<file path="config.mk">
export PLATFORM = sky130hd
export DESIGN_NAME = clock_group_reset_sequencer
export DESIGN_NICKNAME = d
export VERILOG_FILES = /design/src/rtl/clock_reset_pkg.sv /design/src/rtl/reset_sync.sv /design/src/rtl/clock_group_reset_sequencer.sv
export SDC_FILE = /design/constraint.sdc
export NUM_CORES = 1
export LEC_CHECK = 0
export ABC_AREA = 1
export BUFFER_PORTS_ARGS = -buffer_cell sky130_fd_sc_hd__buf_4
export CAP_MARGIN = 30
export CORE_MARGIN = 3
export CORE_UTILIZATION = 40
export CTS_CLUSTER_SIZE = 14
export DETAILED_ROUTE_END_ITERATION = 10
export GPL_ROUTABILITY_DRIVEN = 1
export HOLD_SLACK_MARGIN = 0.12
export PLACE_DENSITY = 0.69
export REMOVE_ABC_BUFFERS = 1
export SKIP_CTS_REPAIR_TIMING = 1
export SLEW_MARGIN = 20
export SYNTH_ARGS = -nofsm -noshare
export SYNTH_HDL_FRONTEND = slang
export SYNTH_SLANG_ARGS = --single-unit
export TNS_END_PERCENT = 5
</file>
<file path="constraint.sdc">
create_clock -name clock -period 3.3 [get_ports clock]
set_clock_uncertainty 0.15 [all_clocks]
set_input_delay 0 -clock clock [delete_from_list [all_inputs] [get_ports clock]]
set_output_delay 0 -clock clock [all_outputs]
set_load 0.02 [all_outputs]
</file>
<file path="src/rtl/clock_reset_pkg.sv">
// clock_reset_pkg
//   Shared definitions for the clock-group reset sequencer:
//   - seq_state_e   : sequencer FSM states
//   - CNT_W         : width of the stretch counter and of the reset counter
//   - RST_COUNT_MAX : saturation limit of the completed-software-reset counter
package clock_reset_pkg;

   typedef enum logic [1:0] {
      S_RESET   = 2'd0,
      S_STRETCH = 2'd1,
      S_RUN     = 2'd2,
      S_ACK     = 2'd3
   } seq_state_e;

   localparam int CNT_W = 8;

   localparam logic [CNT_W-1:0] RST_COUNT_MAX = 8'd255;

endpackage

</file>
<file path="src/rtl/reset_sync.sv">
// reset_sync
//   Reset deassertion synchronizer. A SYNC_STAGES-deep flop chain that is
//   cleared asynchronously by the board reset and shifts in a constant 1,
//   so its last stage rises SYNC_STAGES edges after reset is released.
// Ports:
//   clock    in  sole clock
//   reset    in  asynchronous active-low board reset
//   sync_out out last stage of the chain (1 = reset released and synchronized)
module reset_sync #(
   parameter int SYNC_STAGES = 3
) (
   input  logic clock,
   input  logic reset,
   output logic sync_out
);

   logic [SYNC_STAGES-1:0] chain;

   always_ff @(posedge clock or negedge reset) begin
      if (!reset) begin
         chain <= '0;
      end else begin
         chain <= {chain[SYNC_STAGES-2:0], 1'b1};
      end
   end

   assign sync_out = chain[SYNC_STAGES-1];

endmodule

</file>
<file path="src/rtl/clock_group_reset_sequencer.sv">
// clock_group_reset_sequencer
//   Produces the clock/reset pair for a clock-group broadcast stage. The board
//   reset deassertion is synchronized, then the downstream reset is stretched
//   for STRETCH_CYCLES cycles. A software request re-pulses the downstream
//   reset without touching the board reset.
//
//   Handshake: sw_req is a level held high by the requester until sw_ack is
//   seen high; sw_ack stays high until sw_req is sampled low, after which the
//   next request may be raised (four-phase, req/ack both return to zero).
//
// Ports:
//   clock          in   sole clock
//   reset          in   asynchronous active-low board reset
//   sw_req         in   software reset request (level)
//   sw_ack         out  request completion (registered)
//   auto_out_clock out  clock passed through
//   auto_out_reset out  active-high registered downstream reset
//   rst_active     out  copy of auto_out_reset (registered, same timing)
//   rst_count      out  saturating count of completed software resets,
//                       present only when RESET_SEQ_COUNTER_EN is defined
module clock_group_reset_sequencer
   import clock_reset_pkg::*;
#(
   parameter int SYNC_STAGES    = 3,
   parameter int STRETCH_CYCLES = 16
) (
   input  logic             clock,
   input  logic             reset,
   input  logic             sw_req,
   output logic             sw_ack,
   output logic             auto_out_clock,
   output logic             auto_out_reset,
   output logic             rst_active
`ifdef RESET_SEQ_COUNTER_EN
   ,
   output logic [CNT_W-1:0] rst_count
`endif
);

   localparam logic [CNT_W-1:0] STRETCH_LOAD = CNT_W'(STRETCH_CYCLES - 1);

   seq_state_e       state, state_next;
   logic [CNT_W-1:0] cnt, cnt_next;
   logic             pend, pend_next;
   logic             rst_next;
   logic             ack_next;
   logic             sync_done;

   assign auto_out_clock = clock;

   reset_sync #(
      .SYNC_STAGES(SYNC_STAGES)
   ) u_reset_sync (
      .clock    (clock),
      .reset    (reset),
      .sync_out (sync_done)
   );

   always_ff @(posedge clock or negedge reset) begin
      if (!reset) begin
         state          <= S_RESET;
         cnt            <= '0;
         pend           <= 1'b0;
         auto_out_reset <= 1'b1;
         rst_active     <= 1'b1;
         sw_ack         <= 1'b0;
      end else begin
         state          <= state_next;
         cnt            <= cnt_next;
         pend           <= pend_next;
         auto_out_reset <= rst_next;
         rst_active     <= rst_next;
         sw_ack         <= ack_next;
      end
   end

   always_comb begin
      state_next = state;
      cnt_next   = cnt;
      pend_next  = pend;
      case (state)
         S_RESET: begin
            if (sync_done) begin
               cnt_next   = STRETCH_LOAD;
               state_next = S_STRETCH;
            end
         end
         S_STRETCH: begin
            // pend distinguishes a software pulse from the power-on stretch
            if (cnt == '0) begin
               state_next = pend ? S_ACK : S_RUN;
            end else begin
               cnt_next = cnt - CNT_W'(1);
            end
         end
         S_RUN: begin
            if (sw_req) begin
               pend_next  = 1'b1;
               cnt_next   = STRETCH_LOAD;
               state_next = S_STRETCH;
            end
         end
         S_ACK: begin
            if (!sw_req) begin
               pend_next  = 1'b0;
               state_next = S_RUN;
            end
         end
         default: begin
            state_next = S_RESET;
         end
      endcase
      // Outputs are decoded from the next state so the flops present them
      // in the same cycle the FSM enters that state.
      rst_next = (state_next == S_RESET) || (state_next == S_STRETCH);
      ack_next = (state_next == S_ACK);
   end

`ifdef RESET_SEQ_COUNTER_EN
   always_ff @(posedge clock or negedge reset) begin
      if (!reset) begin
         rst_count <= '0;
      end else if ((state == S_STRETCH) && (state_next == S_ACK) &&
                   (rst_count != RST_COUNT_MAX)) begin
         rst_count <= rst_count + CNT_W'(1);
      end
   end
`endif

endmodule

</file>
---- After elaboration in Yosys (flattened, before gate mapping) ----
Cells that the tools add are included.
operators by class
  $add $sub $neg .......................... 1
  reductions and logical operators ........ 8
  mux-type cells .......................... 13
  equal/unequal tests ..................... 9
operator list
  kind                                                    number
  2-to-1 mux 8 bit                                        3
  case mux 8 bit (3 select lines)                         1
  zero test 8 bit                                         1
  2-to-1 mux 2 bit                                        4
  case mux 2 bit (4 select lines)                         1
  subtractor 8 x 1 -> 8 bit (second input constant)       1
  == test 2 bit (second input constant)                   3
  inequality test 2 bit (second input constant)           3
  == test 2 x 1 -> 1 bit (second input constant)          2
  zero test 2 bit                                         2
  AND reduction 4 bit                                     1
  2-to-1 mux 1 bit                                        3
  AND reduction 3 bit                                     1
  nonzero test 3 bit                                      1
  inequality test 2 x 1 -> 1 bit (second input constant)  1
  case mux 1 bit (2 select lines)                         1
  nonzero test 2 bit                                      1
  logical OR 1 bit                                        1
word-level totals
  input bits .............................. 3
  logic and storage cells ................. 37
  bits in registers ....................... 16

---- Logic depth before layout (Yosys ltp) ----
Gate-level depths: netlist of the first run.
  word-level depth ........................ 5
  depth in mapped cells ................... 9

---- Modules after synthesis ----
From an unflattened synthesis of the first run, not the netlist that was laid out.
unflattened totals
  cell total of the unflattened synthesis .. 109
  area total of the unflattened synthesis .. 885.8 um^2
modules (own cells, without submodules)
  module                       times used  area an instance (um^2)  sequential area each (um^2)  cells an instance
  clock_group_reset_sequencer  1           807.0                    326.6                        105
  reset_sync                   1           78.8                     75.1                         4

==> impl_metrics.env, run 1 <==
export IMPL_grt_util_all_layers_pct=14.28
export IMPL_tns_ns=0
export IMPL_dp_cells=139
export IMPL_drive_gt1_share_pct=27.87
export IMPL_ir_drop_v=0.0005145
export IMPL_dr_wl_met3_um=53
export IMPL_ys_seq_area_share_pct=45.02
export IMPL_m1WireLength_um=747
export IMPL_critPathSlowestCell="buf_4"
export IMPL_regArea_um2=401.6
export IMPL_ys_warn_count=0
export IMPL_max_stage_delay_ns=0.15
export IMPL_grt_start_max_net_pins=17
export IMPL_path_cells="clkbuf_4 -> clkbuf_4 -> buf_4"
export IMPL_end_kind="output pin"
export IMPL_syn_avg_cell_area_um2=8.184
export IMPL_port_buffers=6
export IMPL_coreArea_mm2=0.002042
export IMPL_required_ns=3.15
export IMPL_postLayoutCellArea_mm2=0.001030
export IMPL_rows=16
export IMPL_clk_latency_ns=0.39
export IMPL_hpwl_mm=1.136
export IMPL_ys_seq_elements=16
export IMPL_layout_cells_non_filler=149
export IMPL_design_portCount=7
export IMPL_wl_per_cell_um=10.36
export IMPL_grt_ovfl_total=0
export IMPL_synthCells=109
export IMPL_place_congestion=0.8348
export IMPL_grt_pass1_vias=685
export IMPL_cp_num_buf_inv=3
export IMPL_maxSlewViolCount=0
export IMPL_vias=698
export IMPL_cts_tree="built"
export IMPL_final_common_cell="nand2_1"
export IMPL_vias_per_cell=4.685
export IMPL_drv_cap=0
export IMPL_p_per_area_mw_per_mm2=993.3
export IMPL_wl_mm=1.543
export IMPL_dieArea_mm2=0.002833
export IMPL_antenna_found_initial=0
export IMPL_wl_met2_um=700
export IMPL_antenna_cells=0
export IMPL_outcome="finished, final reports clean"
export IMPL_rsz0062_at_grt="no"
export IMPL_p_leak_nw=0.5106
export IMPL_cpMostUsedCell="clkbuf_4"
export IMPL_relSlewSlack_pct=53.48
export IMPL_yosysUniqueCellTypes=23
export IMPL_dieWidth_um=53.23
export IMPL_worstMarginPinSlew_ns=0.6955
export IMPL_hold_path_class="clock port to output pin"
export IMPL_dr_first_iter_drc_count=23
export IMPL_critPathArrivalTime_ns=2.03
export IMPL_multiInputGateArea_um2=396.6
export IMPL_start_util_pct=43.69
export IMPL_grt_pass1_wl_mm=2.787
export IMPL_finalHoldViolations=0
export IMPL_worstSetupPathType="clock port to output pin"
export IMPL_firstDrtPassIters=4
export IMPL_n_fill_cell=212
export IMPL_setup_viol=0
export IMPL_drc=0
export IMPL_final_cell_mix="nand2_1 (21), dfrtp_1 (15), inv_1 (14), nor2_1 (13), nand3_1 (8)"
export IMPL_area_growth_pct=15.43
export IMPL_start_kind="clock port"
export IMPL_highest_signal_layer="met4"
export IMPL_ant_nets=0
export IMPL_synth_area_um2=892.1
export IMPL_path_delay_family="buffers and inverters"
export IMPL_final_nets=127
export IMPL_die_h_um=53.23
export IMPL_placed_cell_area_um2=940.9
export IMPL_cp_max_fo=2
export IMPL_rrSetupSlack_ns=1.57
==> tightest hold or removal path: cells and delay by family <==
| kind | cells | cell delay, ns |
|---|---|---|
| buf+inv | 3 | 0.34 |
==> power by group <==
part           switching [W]  internal (W)
Clock              0.0000909      0.000123
Combinational       0.000283      0.000169
Sequential         0.0000816      0.000276
==> synth_stat cells <==
library cell,number,area share [%]
nand2_1,21,8.8
dfrtp_1,15,42
inv_1,14,5.9
nor2_1,13,5.5
nand3_1,8,4.5
o21ai_0,6,3.4
o21ai_2,6,5.9
nand2_2,4,2.8
inv_2,3,1.3
nor2_2,3,2.1
buf_4,2,1.7
nand4_1,2,1.4
nor2_4,2,2.5
a21oi_1,1,0.56
buf_8,1,1.7
conb_1,1,0.42
dfstp_2,1,2.9
ha_1,1,1.4
nand3_2,1,1.1
nand3_4,1,2.0
nor3_1,1,0.56
o21ai_1,1,0.56
xor2_1,1,0.98
==> registers in the layout (all words and copies together) (netlist names) <==
name,count
cnt,8
u_reset_sync.chain,3
state,2
pend,1
rst_active,1
sw_ack,1
==> path summary, 6_finish.rpt <==
check	to	start	depth (start not counted)
max	auto_out_clock	clock	3
min	auto_out_clock	clock	3
max reg2reg	cnt[3]	cnt[0]	7
min reg2reg	u_reset_sync.chain[1]	u_reset_sync.chain[0]	0
max in group asynchronous	cnt[3]	reset	3
min in group asynchronous	cnt[5]	reset	3
==> metrics by stage <==
stage,util (%),worst slack (ns),hold slack (ns),power [W]
global placement,46.08,1.366,-0.2812,0.0008397
CTS,48.96,1.114,-0.7041,0.001034
detailed placement,46.08,1.366,-0.2772,0.0008483
floorplan,-,1.500,-0.4456,0.0007094
global route,50.43,1.112,0.2029,0.001129
finish,50.43,1.124,0.1884,0.001023
==> layer usage <==
layer	up-vias	GRT usage, %
li1	364	-
met1	316	17.67
met2	13	20.41
met3	5	3.662
met4	0	11.91
met5	-	0
==> final cells by class <==
class | count | share of cell area, %
clock buffers | 8 | 6.440
inverters | 17 | 6.197
multi-input cells | 73 | 38.52
repair buffers | 8 | 6.561
well taps | 27 | 3.281
flip-flops and latches | 16 | 39.00
==> kinds of logic after synthesis <==
group	after synthesis	synth area share (%)
and+or+nand+nor	56	31.28
buffers and inverters	20	10.52
DFF	16	45.02
AOI/OAI and AO/OA	14	10.38
xor gates and xnor gates	1	0.9819
adders and majority gates	1	1.402
other	1	0.4204
Power figures use the tool's default switching activity.
==> inputs of run 2 (changes only) <==
clock period = 2.1 ns   (was 3.3 ns; I/O delays follow)
==> run 2 against run 1 <==
Via count decreased by 2.6%; worst setup slack got worse by 0.74 ns; critical endpoint is now cnt[3]; power increased by 57%; final cell count stayed put; sequential share of layout area unchanged; hold slack is essentially flat; core utilization did not move.
==> impl_metrics.env, run 2 (synthesis gave the netlist of run 1 again) <==
export IMPL_outcome="finished, final reports clean"
export IMPL_wl_mm=1.516
export IMPL_relSlewSlack_pct=53.22
export IMPL_drc=0
export IMPL_setup_viol=0
export IMPL_vias_per_cell=4.564
export IMPL_grt_util_all_layers_pct=14.32
export IMPL_coreArea_mm2=0.002042
export IMPL_final_cell_mix="nand2_1 (21), dfrtp_1 (15), inv_1 (14), nor2_1 (13), nand3_1 (8)"
export IMPL_start_kind="register"
export IMPL_hold_path_class="clock port to output pin"
export IMPL_design_portCount=7
export IMPL_finalCriticalPeriod_ns=1.718
export IMPL_grt_pass1_vias=711
export IMPL_top_register="cnt"
export IMPL_largestRegisters="cnt: 8 flops, u_reset_sync.chain: 3 flops, state: 2 flops"
export IMPL_grt_start_max_net_pins=17
export IMPL_place_congestion=0.8347
export IMPL_p_leak_nw=0.5106
export IMPL_die_h_um=53.23
export IMPL_final_nets=127
export IMPL_drive_gt1_share_pct=27.87
export IMPL_layout_cells_non_filler=149
export IMPL_antenna_cells=0
export IMPL_largest_reg_flops=8
export IMPL_postLayoutCellArea_mm2=0.001030
export IMPL_area_growth_pct=15.43
export IMPL_clk_latency_ns=0.38
export IMPL_cp_max_fo=16
export IMPL_rsz0062_at_grt="no"
export IMPL_worstSetupPathType="register to register"
export IMPL_end_kind="register"
export IMPL_port_buffers=6
export IMPL_tns_ns=0
export IMPL_vias=680
export IMPL_maxSlewViolCount=0
export IMPL_ir_drop_v=0.0007606
export IMPL_start_util_pct=43.69
export IMPL_dieArea_mm2=0.002833
export IMPL_hpwl_mm=1.120
export IMPL_worstMarginPinSlew_ns=0.6995
export IMPL_drv_cap=0
export IMPL_ant_nets=0
export IMPL_antenna_found_initial=0
export IMPL_finalHoldViolations=0
export IMPL_max_freq_mhz=581.9
export IMPL_required_ns=2.21
export IMPL_final_common_cell="nand2_1"
export IMPL_p_per_area_mw_per_mm2=1557
export IMPL_placed_cell_area_um2=940.9
export IMPL_rows=16
export IMPL_final_util_pct=50.43
export IMPL_dr_first_iter_drc_count=15
export IMPL_post_route_period_util_pct=81.83
export IMPL_grt_pass1_wl_mm=2.877
export IMPL_wl_per_cell_um=10.17
export IMPL_dieWidth_um=53.23
export IMPL_clk_pin_slew_ns=0.09
export IMPL_grt_ovfl_total=0
export IMPL_cts_tree="built"
export IMPL_dp_cells=139
export IMPL_critPathArrivalTime_ns=1.83
export IMPL_firstDrtPassIters=4
run 2: cell counts in the layout (fill, tap and decap cells not counted):
No cell type changed its count.
run 2: worst max-delay path, stage by stage, from the launching register on:
cell and delay, ns:
dfrtp_1 0.41, inv_1 0.12, ha_1 0.28, nand2_1 0.09, nor2_2 0.12, nand3_2 0.10, nand3_4 0.20, o21ai_0 0.12
run 2: path summary, 6_finish.rpt:
| kind | start | end | slack [ns] | cells past startpoint |
|---|---|---|---|---|
| max | cnt[0] | cnt[3] | 0.38 | 7 |
| min | clock | auto_out_clock | 0.19 | 3 |
| max reg2reg | cnt[0] | cnt[3] | 0.38 | 7 |
| min reg2reg | u_reset_sync.chain[1] | u_reset_sync.chain[2] | 0.21 | 0 |
| max in group asynchronous | reset | cnt[2] | 0.78 | 3 |
| min in group asynchronous | reset | cnt[5] | 0.58 | 3 |
run 2: area by class of cell:
cell class              count  area, um2
inverters                  17      63.81
multi-input cells          73      396.6
repair buffers              8      67.56
flip-flops and latches     16      401.6
well taps                  27      33.78
clock buffers               8      66.31
fillers                   204       1012
run 2: through the flow:
step           hold WS, ns  setup WS, ns  power, W
4_1_cts            -0.6981        0.3588  0.001621
2_1_floorplan      -0.4456        0.5283  0.001115
3_3_place_gp       -0.2812        0.4472  0.001320
6_report            0.1887        0.3816  0.001603
5_1_grt             0.2054        0.1783  0.001779
3_5_place_dp       -0.2790        0.3774  0.001333
run 2: power breakdown:
| group | switching, W | internal (W) | total, W |
|---|---|---|---|
| clock | 0.000139 | 0.000192 | 0.000331 |
| combinational | 0.000443 | 0.000265 | 0.000708 |
| sequential | 0.000130 | 0.000433 | 0.000564 |
| total | 0.000712 | 0.000891 | 0.00160 |
run 2: metal layers:
layer,GRT usage (%),share of wire [%]
met1,18.49,49
met5,0,0
met2,20.82,47
met3,3.944,2.8
met4,8.936,1.4
==> inputs of run 3 (changes only) <==
PLACE_DENSITY = 0.71   (was 0.69)
clock period = 1.4 ns   (was 2.1 ns; I/O delays follow)
==> run 3 against run 2 <==
The run now ends with negative setup slack left; worst setup slack got worse by 0.43 ns; critical path depth is 1 higher; sequential cell count unchanged; critical endpoint is now cnt[4]; highest routed layer unchanged; critical path type unchanged; combinational power is 130% higher; register-to-register slack worse by 0.43 ns.
==> impl_metrics.env, run 3 (synthesis gave the netlist of run 1 again) <==
export IMPL_p_sw_share_pct=44.74
export IMPL_grt_util_all_layers_pct=15.37
export IMPL_p_per_area_mw_per_mm2=2440
export IMPL_comb_power_share_pct=54.7
export IMPL_port_buffers=6
export IMPL_start_kind="register"
export IMPL_largestRegisters="cnt: 8 flops, u_reset_sync.chain: 3 flops, state: 2 flops"
export IMPL_grt_pass1_vias=728
export IMPL_hpwl_mm=1.195
export IMPL_die_h_um=53.23
export IMPL_antenna_found_initial=0
export IMPL_antenna_cells=0
export IMPL_layout_cells_non_filler=161
export IMPL_hold_path_class="clock port to output pin"
export IMPL_drive_gt1_share_pct=44.78
export IMPL_critPathArrivalTime_ns=1.64
export IMPL_post_route_period_util_pct=103.4
export IMPL_setup_ws_ns=-0.04715
export IMPL_rows=16
export IMPL_vias=783
export IMPL_p_leak_nw=0.5844
export IMPL_top_register="cnt"
export IMPL_p_clk_share_pct=17.7
export IMPL_p_int_w=0.001615
export IMPL_coreArea_mm2=0.002042
export IMPL_relSlewSlack_pct=52.25
export IMPL_firstDrtPassIters=4
export IMPL_place_congestion=0.8491
export IMPL_dr_first_iter_drc_count=13
export IMPL_dp_cells=149
export IMPL_worstSetupPathType="register to register"
export IMPL_violations="negative setup slack"
export IMPL_rsz0062_at_grt="yes"
export IMPL_grt_pass1_wl_mm=2.987
export IMPL_required_ns=1.59
export IMPL_dieArea_mm2=0.002833
export IMPL_final_nets=139
export IMPL_switchingPower_w=0.001307
export IMPL_finalHoldViolations=0
export IMPL_wl_mm=1.876
export IMPL_outcome="complete, but fails checks"
export IMPL_regArea_um2=401.6
export IMPL_cts_tree="built"
export IMPL_final_cell_mix="buf_4 (17), nand2_1 (16), dfrtp_1 (15), inv_1 (12), nor2_1 (11)"
export IMPL_ant_nets=0
export IMPL_wl_per_cell_um=11.65
export IMPL_end_kind="register"
export IMPL_multiInputGateArea_um2=481.7
export IMPL_start_util_pct=43.69
export IMPL_maxSlewViolCount=0
export IMPL_ir_drop_v=0.001293
export IMPL_area_growth_pct=34.22
export IMPL_design_portCount=7
export IMPL_worstMarginPinSlew_ns=0.7139
export IMPL_grt_ovfl_total=0
export IMPL_drv_cap=0
export IMPL_final_common_cell="buf_4"
export IMPL_drc=0
export IMPL_clk_pin_slew_ns=0.10
export IMPL_n_fill_cell=190
export IMPL_max_freq_mhz=691.0
export IMPL_dieWidth_um=53.23
export IMPL_vias_per_cell=4.863
export IMPL_final_util_pct=58.64
export IMPL_finalCriticalPeriod_ns=1.447
export IMPL_clk_latency_ns=0.40
export IMPL_grt_start_max_net_pins=17
export IMPL_cp_max_fo=8
export IMPL_seqPwrFrac_pct=27.5
export IMPL_setup_viol=9
export IMPL_largest_reg_flops=8
## run 3: per-stage QoR
stage	hold WS, ns	cell area (um2)	power, W	worst slack (ns)	TNS [ns]
after global routing	0.2114	1197	0.003161	-0.1264	-2.173
after CTS	-0.7138	1075	0.002665	-0.1288	-0.9142
final	0.1898	1197	0.002922	-0.04715	-0.3059
after floorplan	-0.4456	862.1	0.001672	-0.1717	-1.414
after global placement	-0.2817	1016	0.002171	-0.04785	-0.2681
after detailed placement	-0.2784	1016	0.002208	-0.1119	-0.6941
## run 3: routing by layer
metal,vias up,part of all wire (%),track usage [%]
li1,396,-,-
met1,369,41,17.54
met4,0,1.6,9.787
met3,4,4.4,6.761
met2,14,53,23.06
met5,-,0,0
## run 3: critical path, stage by stage (launching register included)
cell     delay [ns]
dfrtp_1        0.40
inv_2          0.08
ha_4           0.15
nand2_4        0.05
nor2_4         0.13
nand3_4        0.11
nand3_4        0.17
nand2_1        0.08
o21ai_2        0.05
## run 3: power by group through the flow
stage                     clock network, W  logic, W  registers [W]
after floorplan                          0  0.000824       0.000848
after global placement           0.0000835   0.00130       0.000788
after detailed placement         0.0000835   0.00133       0.000793
after CTS                         0.000539   0.00134       0.000787
after global routing              0.000561   0.00177       0.000825
final                             0.000518   0.00160       0.000805
## run 3: final timing paths
kind                                              end             startpoint  slack, ns  cells after the start
worst max-delay path                           cnt[4]                 cnt[1]      -0.05                      8
worst min-delay path                   auto_out_clock                  clock       0.19                      3
worst max register to register                 cnt[4]                 cnt[1]      -0.05                      8
worst min register to register  u_reset_sync.chain[1]  u_reset_sync.chain[0]       0.21                      0
max in group asynchronous                      sw_ack                  reset       0.08                      3
min in group asynchronous                      cnt[4]                  reset       0.56                      3
## run 3: final cells by class
class / instances / area share [%]
Multi-Input combinational cell: 74 / 40.23
Inverter: 17 / 5.329
Clock buffer: 8 / 5.538
Timing Repair Buffer: 19 / 12.54
Sequential cell: 16 / 33.54
Tap cell: 27 / 2.821
